[src/rtl/rob_commit_pkg.sv]
// Shared ROB widths, tag/register/data types, entry type codes and entry layout.
package rob_commit_pkg;

  localparam int ROB_SIZE  = 16;
  localparam int ROB_POS_W = 4;
  localparam int DATA_W    = 32;
  localparam int REG_POS_W = 5;

  typedef logic [ROB_POS_W-1:0] rob_pos_t;
  typedef logic [ROB_POS_W:0]   rob_cnt_t;
  typedef logic [REG_POS_W-1:0] reg_pos_t;
  typedef logic [DATA_W-1:0]    data_t;

  localparam rob_pos_t ZERO_ROB = '0;
  localparam reg_pos_t ZERO_REG = '0;

  // Code 3 is not produced by the decoder and retires as a normal op.
  typedef enum logic [1:0] {
    ROB_NORMAL = 2'd0,
    ROB_BRANCH = 2'd1,
    ROB_STORE  = 2'd2,
    ROB_RSVD   = 2'd3
  } rob_type_e;

  typedef struct packed {
    reg_pos_t  dest_reg;
    rob_type_e rob_type;
    logic      pred_taken;
    data_t     alt_pc;
    data_t     value;
    logic      taken;
  } rob_entry_t;

  typedef struct packed {
    logic  ready;
    data_t value;
  } query_t;

endpackage

[src/rtl/rob_commit.sv]
// In-order retirement buffer: one issue and one commit per cycle; results written at edge N retire at N+1.
// Commit/flush outputs are registered; issue is refused while full or during the flush cycle.
module rob_commit
  import rob_commit_pkg::*;
(
  input  logic           clk,
  input  logic           rst,
  input  logic           rdy,
  input  logic           in_issue_flag,
  input  logic [4:0]     in_issue_dest_reg,
  input  logic [1:0]     in_issue_type,
  input  logic           in_issue_pred_taken,
  input  logic [31:0]    in_issue_alt_pc,
  output logic [3:0]     out_issue_rob,
  output logic           out_rob_full,
  input  logic [3:0]     in_query_rob1,
  input  logic [3:0]     in_query_rob2,
  output logic           out_query_ready1,
  output logic           out_query_ready2,
  output logic [31:0]    out_query_value1,
  output logic [31:0]    out_query_value2,
  input  logic           in_alu_flag,
  input  logic [3:0]     in_alu_rob,
  input  logic [31:0]    in_alu_value,
  input  logic           in_alu_taken,
  input  logic           in_lsb_flag,
  input  logic [3:0]     in_lsb_rob,
  input  logic [31:0]    in_lsb_value,
  output logic [4:0]     out_commit_reg,
  output logic [3:0]     out_commit_rob,
  output logic [31:0]    out_commit_value,
  output logic           out_commit_store,
  output logic           out_xbp,
  output logic [31:0]    out_xbp_pc
);

  rob_pos_t            head, tail;
  rob_cnt_t            count;
  logic [ROB_SIZE-1:0] ready_q;
  rob_entry_t          ent_q [ROB_SIZE];

  rob_entry_t head_ent;
  logic       commit_en, mispredict, issue_en, alu_wb, lsb_wb;

  assign head_ent     = ent_q[head];
  assign commit_en    = (count != '0) && ready_q[head];
  assign mispredict   = commit_en && (head_ent.rob_type == ROB_BRANCH) &&
                        (head_ent.taken != head_ent.pred_taken);
  assign out_rob_full = (count == rob_cnt_t'(ROB_SIZE));
  assign out_issue_rob = tail;

  // The cycle after a flush belongs to the redirect: nothing new is accepted.
  assign issue_en = in_issue_flag && !out_rob_full && !out_xbp;
  assign alu_wb   = in_alu_flag && !out_xbp;
  assign lsb_wb   = in_lsb_flag && !out_xbp;

  function automatic query_t query(input rob_pos_t tag);
    query_t q;
    q.ready = ready_q[tag];
    q.value = ent_q[tag].value;
    if (lsb_wb && (in_lsb_rob == tag)) begin
      q.ready = 1'b1;
      q.value = in_lsb_value;
    end
    if (alu_wb && (in_alu_rob == tag)) begin
      q.ready = 1'b1;
      q.value = in_alu_value;
    end
    return q;
  endfunction

  assign {out_query_ready1, out_query_value1} = query(in_query_rob1);
  assign {out_query_ready2, out_query_value2} = query(in_query_rob2);

  always_ff @(posedge clk) begin
    if (rst) begin
      head             <= ZERO_ROB;
      tail             <= ZERO_ROB;
      count            <= '0;
      ready_q          <= '0;
      out_commit_reg   <= ZERO_REG;
      out_commit_rob   <= ZERO_ROB;
      out_commit_value <= '0;
      out_commit_store <= 1'b0;
      out_xbp          <= 1'b0;
      out_xbp_pc       <= '0;
    end else if (!rdy) begin
      out_commit_reg   <= ZERO_REG;
      out_commit_store <= 1'b0;
      out_xbp          <= 1'b0;
    end else begin
      out_commit_reg   <= ZERO_REG;
      out_commit_store <= 1'b0;
      out_xbp          <= 1'b0;
      if (commit_en) begin
        out_commit_rob   <= head;
        out_commit_value <= head_ent.value;
        case (head_ent.rob_type)
          ROB_STORE:  out_commit_store <= 1'b1;
          ROB_BRANCH: if (mispredict) begin
            out_xbp    <= 1'b1;
            out_xbp_pc <= head_ent.alt_pc;
          end
          default:    out_commit_reg <= head_ent.dest_reg;
        endcase
      end
      if (mispredict) begin
        head    <= ZERO_ROB;
        tail    <= ZERO_ROB;
        count   <= '0;
        ready_q <= '0;
      end else begin
        // ALU is written last so it wins a (protocol-violating) tag collision.
        if (lsb_wb) begin
          ent_q[in_lsb_rob].value <= in_lsb_value;
          ready_q[in_lsb_rob]     <= 1'b1;
        end
        if (alu_wb) begin
          ent_q[in_alu_rob].value <= in_alu_value;
          ent_q[in_alu_rob].taken <= in_alu_taken;
          ready_q[in_alu_rob]     <= 1'b1;
        end
        if (issue_en) begin
          ent_q[tail].dest_reg   <= in_issue_dest_reg;
          ent_q[tail].rob_type   <= rob_type_e'(in_issue_type);
          ent_q[tail].pred_taken <= in_issue_pred_taken;
          ent_q[tail].alt_pc     <= in_issue_alt_pc;
          ent_q[tail].taken      <= 1'b0;
          ready_q[tail]          <= 1'b0;
        end
        head  <= head + rob_pos_t'(commit_en);
        tail  <= tail + rob_pos_t'(issue_en);
        count <= count + rob_cnt_t'(issue_en) - rob_cnt_t'(commit_en);
      end
    end
  end

endmodule

[config.mk]
export PLATFORM = sky130hd
export DESIGN_NAME = rob_commit
export DESIGN_NICKNAME = d
export VERILOG_FILES = /design/src/rtl/rob_commit_pkg.sv /design/src/rtl/rob_commit.sv
export SDC_FILE = /design/constraint.sdc
export NUM_CORES = 2
export LEC_CHECK = 0
export BUFFER_PORTS_ARGS = -buffer_cell sky130_fd_sc_hd__buf_4
export CAP_MARGIN = 20
export CORE_AREA = 3 3 383 385
export CTS_CLUSTER_SIZE = 16
export DETAILED_ROUTE_END_ITERATION = 12
export DIE_AREA = 0 0 386 388
export GPL_ROUTABILITY_DRIVEN = 0
export SYNTH_ARGS = -nofsm -noshare
export SYNTH_HDL_FRONTEND = slang
export SYNTH_SLANG_ARGS = --single-unit
export TNS_END_PERCENT = 50
[constraint.sdc]
create_clock -name clk -period 11.87 [get_ports clk]
set_clock_uncertainty 0.1 [all_clocks]
set_input_delay 1.7805 -clock clk [delete_from_list [all_inputs] [get_ports clk]]
set_output_delay 1.7805 -clock clk [all_outputs]
set_load 0.005 [all_outputs]
==> impl_metrics.json <==
{
  "synth_cell_types": 56,
  "syn2layout_area_growth_pct": 13.3,
  "seq_area_frac_synth": 0.576,
  "slew_headroom": 0.220,
  "clk_pin_slew_ns": 0.06,
  "die_h_um": 388,
  "setup_viol": 0,
  "hold_buffers": 0,
  "grt.total_usage": 0.265,
  "max_stage_delay_ns": 0.72,
  "num_vias": 36700,
  "period_share": 0.603,
  "hp-class": "register to register",
  "ys_ff_latch": 1276,
  "critPathRequiredTime_ns": 9.99,
  "drcViolationCount": 0,
  "drt-initial-drc-count": 4035,
  "die_x_um": 386,
  "cts_setup_buffers": 0,
  "tns_ns": 0,
  "firstDrtPassIters": 6,
  "wl_met3_mm": 13.8,
  "dieArea_um2": 150000,
  "crit_fanout": 42,
  "worst_ep_arrival_time_ns": 5.28,
  "tightestPinTransition_ns": 1.17,
  "synth_area_um2": 64300,
  "met2_length_mm": 98.5,
  "grt_pass1_wl_mm": 282,
  "worstSkewPairLatency_ns": 0.78,
  "grt_max_degree": 101,
  "viasPerCell": 6.42,
  "hold_violations": 0,
  "cpMaxStageDelayCell": "buf_4",
  "reg2reg_depth": 9,
  "clkPwrFrac": 0.435,
  "power_mw": 10.0,
  "synth_edf_count": 1152,
  "routed_wl_mm": 196,
  "dp_hpwl_mm": 105,
  "ioPinCount": 273,
  "fin_nets": 3828,
  "tritoncts": "built",
  "critical_path_class": "input pin to output port",
  "ir_drop_uv": 121,
  "cts.sink_count": 1276,
  "clockBufferDepth": 3,
  "outcome": "finished clean",
  "drive_gt1_frac": 0.472,
  "p_int_mw": 7.79,
  "p_sw_frac": 0.223,
  "antenna_found_initial": 11,
  "r2r_setup_slack_ns": 5.68,
  "largest_register_ffs": 1168,
  "cap_violations": 0,
  "hold_ws_ns": 0.357,
  "yosys_warnings": 0,
  "synth_cells": 3528,
  "p_leak_nw": 23.5,
  "wire_per_inst_um": 34.4,
  "finalMaxSlewViolations": 0,
  "path_common_cell": "buf_4",
  "ant_nets": 0,
  "cp-endpoint": "out_query_value2[2]",
  "syn_nets": 3666,
  "ys_async_sr_fraction": 0,
  "rsz0062_at_grt": "no",
  "pwr-share-comb": 0.071,
  "reg2reg_to": "ent_q[6][29]$_DFFE_PP_",
  "reg_top3": "ent_q x1168, out_commit_value x32, out_xbp_pc x32",
  "cp-end-kind": "output port",
  "grt_overflow": 0,
  "start_util": 0.448,
  "htree_levels": 4,
  "rows": 139,
  "powerDensity_nw_per_um2": 138,
  "start_kind": "input pin",
  "cts_resized": 0,
  "cp_cell_sequence": "buf_8, buf_4, buf_4, mux4_2, mux4_2, mux2i_1, a21oi_1, buf_4",
  "syn_avg_cell_area_um2": 18.2,
  "finalCriticalPeriod_ns": 7.16,
  "first_global_vias": 37700,
  "p_sw_mw": 2.23,
  "port_buffers": 272,
  "startpoint": "in_query_rob2[0]",
  "root_buffer": "clkbuf_16",
  "regMostFlops": "ent_q",
  "wl_met1_mm": 78.2,
  "cts_made_buffers": 142,
  "fmax_ghz": 0.140,
  "highest_layer": "met5",
  "pwr-share-seq": 0.494,
  "core_um2": 143000,
  "ys.flop_type": "edfxtp_1"
}
==> worst max-delay path, delay by kind of cell <==
family,cells,cell delay (ns)
mux,3,1.31
compound gates,1,0.13
buf+inv,4,2.01
==> area by class of cell <==
cell class / instances / area [um^2]
Multi-Input combinational cell: 1898 / 26100
Fill cell: 11800 / 70600
Clock buffer: 192 / 3820
Antenna cell: 5 / 12.5
Sequential cell: 1276 / 37100
Tap cell: 1903 / 2380
Timing Repair Buffer: 357 / 2750
Inverter: 15 / 56.3
Clock inverter: 67 / 728
==> cells by family (layout without fill, tap and decap cells) <==
family                   count (synthesis)  count (layout)  synth area share
multiplexers                          1321            1321             0.351
flip-flops                            1276            1276             0.576
buffers and inverters                  354             631            0.0238
AND/OR/NAND/NOR                        352             352            0.0235
AO/OA/AOI/OAI                          189             189            0.0201
XOR/XNOR                                25              25           0.00352
adder cells (fa/ha/maj)                 11              11           0.00226
other                                    0               5                 0
==> through the flow <==
| step | cell area (um^2) | utilization | worst slack (ns) | cells |
|---|---|---|---|---|
| finish | 72900 | 0.508 | 4.71 | 5713 |
| floorplan | 64300 | - | 5.77 | 3528 |
| global route | 72900 | 0.508 | 4.39 | 5708 |
| global placement | 68300 | 0.476 | 4.65 | 5447 |
| detailed placement | 68300 | 0.476 | 4.61 | 5447 |
| CTS | 72900 | 0.508 | 4.59 | 5706 |
==> worst min-delay path by stage <==
stage,startpoint,to,slack [ns],cells after the start
3_5_place_dp,out_commit_value[23]$_SDFFE_PP0P_,out_commit_value[23]$_SDFFE_PP0P_,0.35,2
6_report,out_commit_value[31]$_SDFFE_PP0P_,out_commit_value[31]$_SDFFE_PP0P_,0.36,2
3_3_place_gp,out_commit_value[15]$_SDFFE_PP0P_,out_commit_value[15]$_SDFFE_PP0P_,0.34,2
4_1_cts,out_commit_value[23]$_SDFFE_PP0P_,out_commit_value[23]$_SDFFE_PP0P_,0.36,2
2_1_floorplan,head[3]$_SDFFE_PP0P_,out_commit_rob[3]$_SDFFE_PP0P_,0.34,2
5_1_grt,out_commit_value[30]$_SDFFE_PP0P_,out_commit_value[30]$_SDFFE_PP0P_,0.38,2
==> layer usage <==
metal,track usage,up-vias
li1,-,15000
met1,0.355,19700
met2,0.441,1536
met3,0.0461,350
met4,0.0817,8
met5,0,-
==> cell usage after synthesis, drive strengths merged, types with 2 or more instances <==
master   instances  share of area
edfxtp        1152           0.54
mux4           694           0.24
mux2           513          0.090
clkbuf         211          0.012
nor2           165         0.0096
buf            128          0.011
dfxtp          124          0.039
a21oi          117         0.0092
mux2i          114          0.018
nand2           97         0.0057
nor3            22         0.0017
nand3           19         0.0015
nor2b           18         0.0018
xor2            17         0.0023
inv             15        0.00088
a22oi           14         0.0016
a211oi          11         0.0030
ha              10         0.0019
and3             9        0.00095
xnor2            8         0.0012
o21ai            7        0.00060
a21o             6        0.00070
o22a             6        0.00082
a22o             5        0.00068
nand2b           5        0.00049
o22ai            5        0.00049
or2              4        0.00039
a31oi            3        0.00029
o211ai           3        0.00058
o221a            3        0.00053
or3              3        0.00029
a221o            2        0.00031
a2bb2oi          2        0.00027
and2             2        0.00019
nand4            2        0.00019
nor3b            2        0.00023
==> cell usage in the layout (no fill, tap or decap), types with 6 or more instances in the layout <==
| cell type | count |
|---|---|
| a211oi_4 | 9 |
| a21o_1 | 6 |
| a21oi_1 | 115 |
| a22oi_1 | 14 |
| and3_1 | 6 |
| buf_4 | 349 |
| bufinv_16 | 12 |
| clkbuf_1 | 44 |
| clkbuf_16 | 144 |
| clkinv_1 | 25 |
| clkinv_2 | 16 |
| dfxtp_1 | 120 |
| edfxtp_1 | 1152 |
| ha_1 | 10 |
| inv_1 | 15 |
| mux2_1 | 31 |
| mux2_2 | 482 |
| mux2i_1 | 114 |
| mux4_2 | 694 |
| nand2_1 | 96 |
| nand3_1 | 15 |
| nor2_1 | 144 |
| nor2_4 | 21 |
| nor2b_1 | 18 |
| nor3_1 | 15 |
| nor3_2 | 7 |
| o22a_1 | 6 |
| xnor2_1 | 7 |
| xor2_1 | 16 |
==> power by group through the flow <==
stage | logic (mW) | clock network [mW] | registers [mW]
2_1_floorplan | 0.426 | 0 | 5.04
3_3_place_gp | 0.705 | 0 | 5.04
3_5_place_dp | 0.711 | 0 | 5.04
4_1_cts | 0.714 | 4.45 | 4.95
5_1_grt | 0.763 | 4.63 | 4.95
6_report | 0.712 | 4.36 | 4.95
Power figures use the tool's default switching activity.
